[src/rtl/hazard_ctrl.sv]
// -----------------------------------------------------------------------------
// hazard_ctrl
// Central hazard controller for the 5-stage core (F, D, E, M, W).
//
// Purpose:
//   - Per-stage stall/flush control for the F->D, D->E, E->M and M->W
//     pipeline registers.
//   - ALU operand forwarding selection for the instruction in E.
//   - Scoreboard of registers waiting on long-latency (mul/div) results.
//   - Multi-cycle exception flush sequencing with a one-cycle trap redirect.
//   - Saturating performance counters for decode stalls and decode flushes.
//
// Ports:
//   clk, reset                 clock (rising edge), async active-low reset
//   id_*                       decode-stage operands, destination, type
//   ex_*                       execute-stage operands, load flag, branch taken
//   mem_*                      memory-stage destination, dcache busy
//   wb_*                       writeback destination, exception flag
//   lat_done_in/_rd_in         long-latency unit completion and its rd
//   stall_{f,d,e,m}_out        hold the corresponding pipeline register
//   flush_{d,e,m}_out          load a bubble into F->D, D->E, E->M
//   fwd_{a,b}_out              00 regfile, 01 W result, 10 M result
//   xcpt_redirect_out          one-cycle PC redirect to the trap vector
//   stall_cnt_out/flush_cnt_out saturating cycle counters
// -----------------------------------------------------------------------------
module hazard_ctrl #(
    parameter int REG_BITS          = 5,
    parameter int NREGS             = 32,
    parameter int CNT_W             = 32,
    parameter int XCPT_FLUSH_CYCLES = 2
) (
    input  logic                clk,
    input  logic                reset,
    input  logic                id_valid_in,
    input  logic [REG_BITS-1:0] id_rs1_in,
    input  logic [REG_BITS-1:0] id_rs2_in,
    input  logic                id_uses_rs1_in,
    input  logic                id_uses_rs2_in,
    input  logic [REG_BITS-1:0] id_rd_in,
    input  logic                id_reg_write_in,
    input  logic                id_long_lat_in,
    input  logic [REG_BITS-1:0] ex_rs1_in,
    input  logic [REG_BITS-1:0] ex_rs2_in,
    input  logic [REG_BITS-1:0] ex_rd_in,
    input  logic                ex_is_load_in,
    input  logic                ex_branch_taken_in,
    input  logic [REG_BITS-1:0] mem_rd_in,
    input  logic                mem_reg_write_in,
    input  logic                mem_busy_in,
    input  logic [REG_BITS-1:0] wb_rd_in,
    input  logic                wb_reg_write_in,
    input  logic                wb_xcpt_in,
    input  logic                lat_done_in,
    input  logic [REG_BITS-1:0] lat_done_rd_in,
    output logic                stall_f_out,
    output logic                stall_d_out,
    output logic                stall_e_out,
    output logic                stall_m_out,
    output logic                flush_d_out,
    output logic                flush_e_out,
    output logic                flush_m_out,
    output logic [1:0]          fwd_a_out,
    output logic [1:0]          fwd_b_out,
    output logic                xcpt_redirect_out,
    output logic [CNT_W-1:0]    stall_cnt_out,
    output logic [CNT_W-1:0]    flush_cnt_out
);

    // Flush-cycle counter needs at least one bit even when a single cycle is used.
    localparam int XC_W = (XCPT_FLUSH_CYCLES > 1) ? $clog2(XCPT_FLUSH_CYCLES) : 1;
    localparam logic [XC_W-1:0] XC_LAST = XC_W'(XCPT_FLUSH_CYCLES - 1);

    typedef enum logic [0:0] {
        ST_RUN    = 1'b0,
        ST_XFLUSH = 1'b1
    } state_t;

    state_t            state_reg;
    logic [XC_W-1:0]   xcnt_reg;
    logic              xcpt_redirect_reg;
    logic [NREGS-1:0]  busy_reg;
    logic [NREGS-1:0]  busy_next;
    logic [CNT_W-1:0]  stall_cnt_reg;
    logic [CNT_W-1:0]  flush_cnt_reg;

    logic stall_f, stall_d, stall_e, stall_m;
    logic flush_d, flush_e, flush_m;
    logic in_run;
    logic rs1_hazard, rs2_hazard, waw_hazard, d_hazard;
    logic xcpt_enter, sb_issue, sb_complete;

    assign in_run = (state_reg == ST_RUN);

    // A source only matters if the instruction reads it and it is not x0.
    assign rs1_hazard = id_uses_rs1_in && (id_rs1_in != '0) &&
                        ((ex_is_load_in && (ex_rd_in == id_rs1_in)) || busy_reg[id_rs1_in]);
    assign rs2_hazard = id_uses_rs2_in && (id_rs2_in != '0) &&
                        ((ex_is_load_in && (ex_rd_in == id_rs2_in)) || busy_reg[id_rs2_in]);
    assign waw_hazard = id_reg_write_in && (id_rd_in != '0) && busy_reg[id_rd_in];
    assign d_hazard   = rs1_hazard || rs2_hazard || waw_hazard;

    // Stall/flush priority: exception flush, dcache busy, taken branch, D hazard.
    always_comb begin
        stall_f = 1'b0;
        stall_d = 1'b0;
        stall_e = 1'b0;
        stall_m = 1'b0;
        flush_d = 1'b0;
        flush_e = 1'b0;
        flush_m = 1'b0;
        if (!in_run) begin
            flush_d = 1'b1;
            flush_e = 1'b1;
            flush_m = 1'b1;
        end else if (mem_busy_in) begin
            stall_f = 1'b1;
            stall_d = 1'b1;
            stall_e = 1'b1;
            stall_m = 1'b1;
        end else if (ex_branch_taken_in) begin
            flush_d = 1'b1;
            flush_e = 1'b1;
        end else if (d_hazard) begin
            stall_f = 1'b1;
            stall_d = 1'b1;
            flush_e = 1'b1;
        end
    end

    assign stall_f_out = stall_f;
    assign stall_d_out = stall_d;
    assign stall_e_out = stall_e;
    assign stall_m_out = stall_m;
    assign flush_d_out = flush_d;
    assign flush_e_out = flush_e;
    assign flush_m_out = flush_m;

    // Forwarding: the younger M result shadows the older W result.
    function automatic logic [1:0] fwd_sel(input logic [REG_BITS-1:0] rs);
        if (mem_reg_write_in && (mem_rd_in != '0) && (mem_rd_in == rs))
            return 2'b10;
        else if (wb_reg_write_in && (wb_rd_in != '0) && (wb_rd_in == rs))
            return 2'b01;
        else
            return 2'b00;
    endfunction

    assign fwd_a_out = fwd_sel(ex_rs1_in);
    assign fwd_b_out = fwd_sel(ex_rs2_in);

    // Exception flush sequencer; redirect is registered so it is high in the
    // first XFLUSH cycle only.
    assign xcpt_enter = in_run && wb_xcpt_in;

    always_ff @(posedge clk or negedge reset) begin
        if (!reset) begin
            state_reg         <= ST_RUN;
            xcnt_reg          <= '0;
            xcpt_redirect_reg <= 1'b0;
        end else begin
            case (state_reg)
                ST_RUN: begin
                    xcnt_reg <= '0;
                    if (wb_xcpt_in) begin
                        state_reg         <= ST_XFLUSH;
                        xcpt_redirect_reg <= 1'b1;
                    end else begin
                        xcpt_redirect_reg <= 1'b0;
                    end
                end
                ST_XFLUSH: begin
                    xcpt_redirect_reg <= 1'b0;
                    if (xcnt_reg == XC_LAST) begin
                        state_reg <= ST_RUN;
                        xcnt_reg  <= '0;
                    end else begin
                        xcnt_reg <= xcnt_reg + XC_W'(1);
                    end
                end
                default: begin
                    state_reg         <= ST_RUN;
                    xcnt_reg          <= '0;
                    xcpt_redirect_reg <= 1'b0;
                end
            endcase
        end
    end

    assign xcpt_redirect_out = xcpt_redirect_reg;

    // Scoreboard. Issue only when the instruction actually leaves decode.
    // Exception entry clears everything; a same-register issue beats a
    // completion; completions are ignored while flushing.
    assign sb_issue    = in_run && id_valid_in && id_reg_write_in && id_long_lat_in &&
                         (id_rd_in != '0) && !stall_d && !flush_d;
    assign sb_complete = in_run && lat_done_in;

    generate
        for (genvar gi = 0; gi < NREGS; gi++) begin : g_sb
            assign busy_next[gi] =
                xcpt_enter                                             ? 1'b0 :
                (sb_issue && (id_rd_in == REG_BITS'(gi)))              ? 1'b1 :
                (sb_complete && (lat_done_rd_in == REG_BITS'(gi)))     ? 1'b0 :
                                                                         busy_reg[gi];
        end
    endgenerate

    always_ff @(posedge clk or negedge reset) begin
        if (!reset)
            busy_reg <= '0;
        else
            busy_reg <= busy_next;
    end

    // Saturating performance counters.
    always_ff @(posedge clk or negedge reset) begin
        if (!reset) begin
            stall_cnt_reg <= '0;
            flush_cnt_reg <= '0;
        end else begin
            if (stall_d && (stall_cnt_reg != '1))
                stall_cnt_reg <= stall_cnt_reg + CNT_W'(1);
            if (flush_d && (flush_cnt_reg != '1))
                flush_cnt_reg <= flush_cnt_reg + CNT_W'(1);
        end
    end

    assign stall_cnt_out = stall_cnt_reg;
    assign flush_cnt_out = flush_cnt_reg;

endmodule

[config.mk]
export PLATFORM = sky130hd
export DESIGN_NAME = hazard_ctrl
export DESIGN_NICKNAME = d
export VERILOG_FILES = /design/src/rtl/hazard_ctrl.sv
export SDC_FILE = /design/constraint.sdc
export NUM_CORES = 1
export LEC_CHECK = 0
export ABC_AREA = 1
export CAP_MARGIN = 25
export CORE_MARGIN = 2
export CORE_UTILIZATION = 48
export DETAILED_ROUTE_END_ITERATION = 8
export GPL_TIMING_DRIVEN = 1
export PLACE_DENSITY = 0.86
export SLEW_MARGIN = 20
export SYNTH_ARGS = -nofsm -noshare
export SYNTH_HDL_FRONTEND = slang
export SYNTH_SLANG_ARGS = --single-unit
[constraint.sdc]
create_clock -name clk -period 2.4 [get_ports clk]
set_clock_uncertainty 0.2 [all_clocks]
set_input_delay 0.24 -clock clk [delete_from_list [all_inputs] [get_ports clk]]
set_output_delay 0.24 -clock clk [all_outputs]
set_load 0.01 [all_outputs]
==> key figures <==
Yosys
  • Number of synthesized flops with an enable pin: 0
  • Top FF cell, synth: dfrtp_1
  • Synthesis-stage register bit count: 99
  • Most frequent cell after synthesis: nand2_1
  • Yosys warnings: 0
  • Post-synth ARST share: 100%
  • Mean Syn Cell Area: 6.62 um2
  • Main area contributors after synthesis: dfrtp_1 (34%), nand2_1 (18%), nand4_1 (7.0%)
  • Commonest cells in the synthesized netlist: nand2_1 (346), nor2_1 (110), inv_1 (105), dfrtp_1 (99), nand4_1 (81)
  • Distinct cells, synth: 34
  • Seq/Total Area, Yosys: 34.1%
  • Mapped Nets: 1157
  • Post-Syn Instances: 1096
  • Post-Syn Area: 7260 um2
  • Top cell type's share of synthesized area: 34.1%
  • Dominant cell type by area after synthesis: dfrtp_1

Route
  • DRT Pass-1 Iters: 6
  • Met1 wire length: 10800 um
  • DR vias: 8730
  • Mean number of vias per cell: 5.81
  • Antenna-violating nets left: 0
  • Max Used Layer: met4
  • WL met3: 2400 um
  • DRC Markers: 0
  • Drt wl/cell: 17.3 um
  • Met2 WL: 12000 um
  • Drt initial violations: 921
  • Final WL: 26000 um

Timing
  • Worst Tran Pin Value: 0.570 ns
  • Worst slew margin: 61.7%
  • Final setup violation count: 25
  • RSZ-0062 raised after global routing: true
  • Final worst setup slack: -0.0536 ns
  • Final period utilization: 102%
  • Fmax: 408 MHz
  • Final slew viol count: 0
  • Fin. Hold Viols: 0
  • Min cycle time layout: 2.45 ns

Floorplan
  • Core ar.: 14600 um2
  • Die extent in x: 127 um
  • Die Span Y: 127 um
  • Starting Density: 49.6%
  • Site Rows: 44
  • IO Pins: 135
  • Die area: 16100 um2

Clocking
  • Clk buf depth: 2
  • CTS tree: built
  • H-tree lvl count: 3
  • Clk sink count: 99
  • CTS buffer count: 9
  • Clock Latency Late Sink: 0.35 ns
  • Root Driver: clkbuf_16
  • Reg clk slew, reported paths: 0.07 ns

Global routing
  • Total track usage: 30.6%
  • Initial antenna violation count: 0
  • Pin count of the biggest net entering global routing: 43
  • Vias in the first global route: 8145
  • First-pass GRT wire length: 40200 um
  • Global route overflow: 0

Status
  • Status: finished, violations left
  • Failing checks: negative setup slack

Layout
  • Non-Filler Instances: 1503
  • # fillers: 1114
  • Footprint of the multi-input gates: 4570 um2
  • Util after Layout: 71.2%
  • Finished Cell Area: 10400 um2
  • # diodes: 0
  • Final #Nets: 1375
  • Layout area overhead: 43.6%
  • Storage element area: 2480 um2
  • Share of cells above drive strength 1: 20.5%

Worst setup path
  • Crit start category: register
  • Crit path kind: reg -> reg
  • Critical path data arrival time: 2.54 ns
  • Crit end category: register
  • Critical path required time: 2.48 ns
  • Reg2Reg Launch Point: busy_reg[15]
  • Critical Path Source: busy_reg[15]
  • Worst-path maximum fanout: 6

Power and ir drop
  • Leakage Power: 4.85 nW
  • Pint: 3.68 mW
  • Net Sw Frac: 37.5%
  • Total net switching power: 2.21 mW
  • Clk pwr share: 25.8%
  • Combinational Power Share: 39.5%
  • Sequential Power Share: 34.7%
  • Worst VDD drop: 595 uV
  • PwrDens: 565 nW/um2

Place
  • # port buffers: 134
  • Dpl ws: -0.644 ns
  • Placed instance count: 1462
  • Dpl cell area: 9410 um2
  • DP HPWL: 18200 um
  • GP Congestion: 0.995

Flow run
  • Max cap viols: 0

Hold path
  • HP Class: in -> async
## per-layer routing
layer,vias to the layer above,global-route usage [%]
met3,76,4.90
met5,-,0
li1,4035,-
met1,4113,42.0
met2,506,49.4
met4,0,10.7
## cells in the final DEF (no fill, tap or decap), types with 25 or more instances in the layout
master           Yosys  final
nor3_1              53     49
nand2_2              2     43
xnor2_1             25     25
nor2_1             110    105
nand2_1            346    288
buf_4                9     96
inv_2                5     29
nand4_1             81     81
nand3_1             70     57
clkdlybuf4s50_1      0    113
dfrtp_1             99     97
a21oi_1             42     36
inv_1              105     80
xor2_1              54     54
## metrics by stage
step           total power, mW  setup TNS [ns]  hold WS, ns
6_report                  5.89          -0.545        0.164
3_3_place_gp              3.95          -32.42      0.00557
5_1_grt                   6.14           -4.40        0.215
4_1_cts                   5.55          -0.183        0.178
2_1_floorplan             2.98               0       -0.256
3_5_place_dp              3.99          -35.55       0.0116
## logic make-up after synthesis
family	share of synthesized area (%)
and+or+nand+nor	41.4
buffers and inverters	8.62
DFF	34.1
AOI/OAI and AO/OA	6.00
xor gates and xnor gates	9.53
adders and majority gates	0.345
## final timing paths
kind	end	slack (ns)	cells past startpoint
max reg2reg	stall_cnt_out[28]	-0.05	18
max in group asynchronous	busy_reg[20]	1.10	3
min in group clk	xcnt_reg	0.23	1
min	stall_cnt_out[14]	0.16	2
min reg2reg	xcnt_reg	0.23	1
max	stall_cnt_out[28]	-0.05	18
## area by class of cell
type / instances / area share (%)
clock buffer: 9 / 2.16
tap: 184 / 2.21
multi-input combinational: 843 / 43.8
inverter: 112 / 4.07
sequential: 99 / 23.8
clock inverter: 7 / 0.804
timing repair buffer: 249 / 23.1
## worst max-delay path: stages, from the launching register on
cell and delay [ns]:
dfrtp_1 0.40, inv_2 0.14, nand2_2 0.06, nand3_2 0.08
nand3_2 0.09, nand3_1 0.09, nand2_1 0.06, nand2_1 0.08
nand3_2 0.07, nand2_2 0.08, nand2_2 0.07, nor2_4 0.11
buf_6 0.14, buf_12 0.13, nand2_8 0.07, nand3_4 0.18
clkbuf_16 0.22, nand2_4 0.05, nand2_2 0.07
## power groups by stage
| stage | Sequential (mW) | Clock [mW] | Combinational, mW |
|---|---|---|---|
| floorplan | 2.09 | 0 | 0.895 |
| global placement | 2.04 | 0 | 1.90 |
| detailed placement | 2.04 | 0 | 1.95 |
| CTS | 2.02 | 1.53 | 1.99 |
| global route | 2.06 | 1.59 | 2.49 |
| finish | 2.04 | 1.52 | 2.33 |
## what timing repair did
item / in CTS / in global routing
cloned: 1 / 4
hold buffers: 1 / 0
setup buffers: 5 / 14
pin swaps: 6 / 45
resized for setup: 64 / 132
hold endpoints to repair: 31 / 0
setup endpoints to repair: 65 / 59
(Power assumes the default switching activity.)
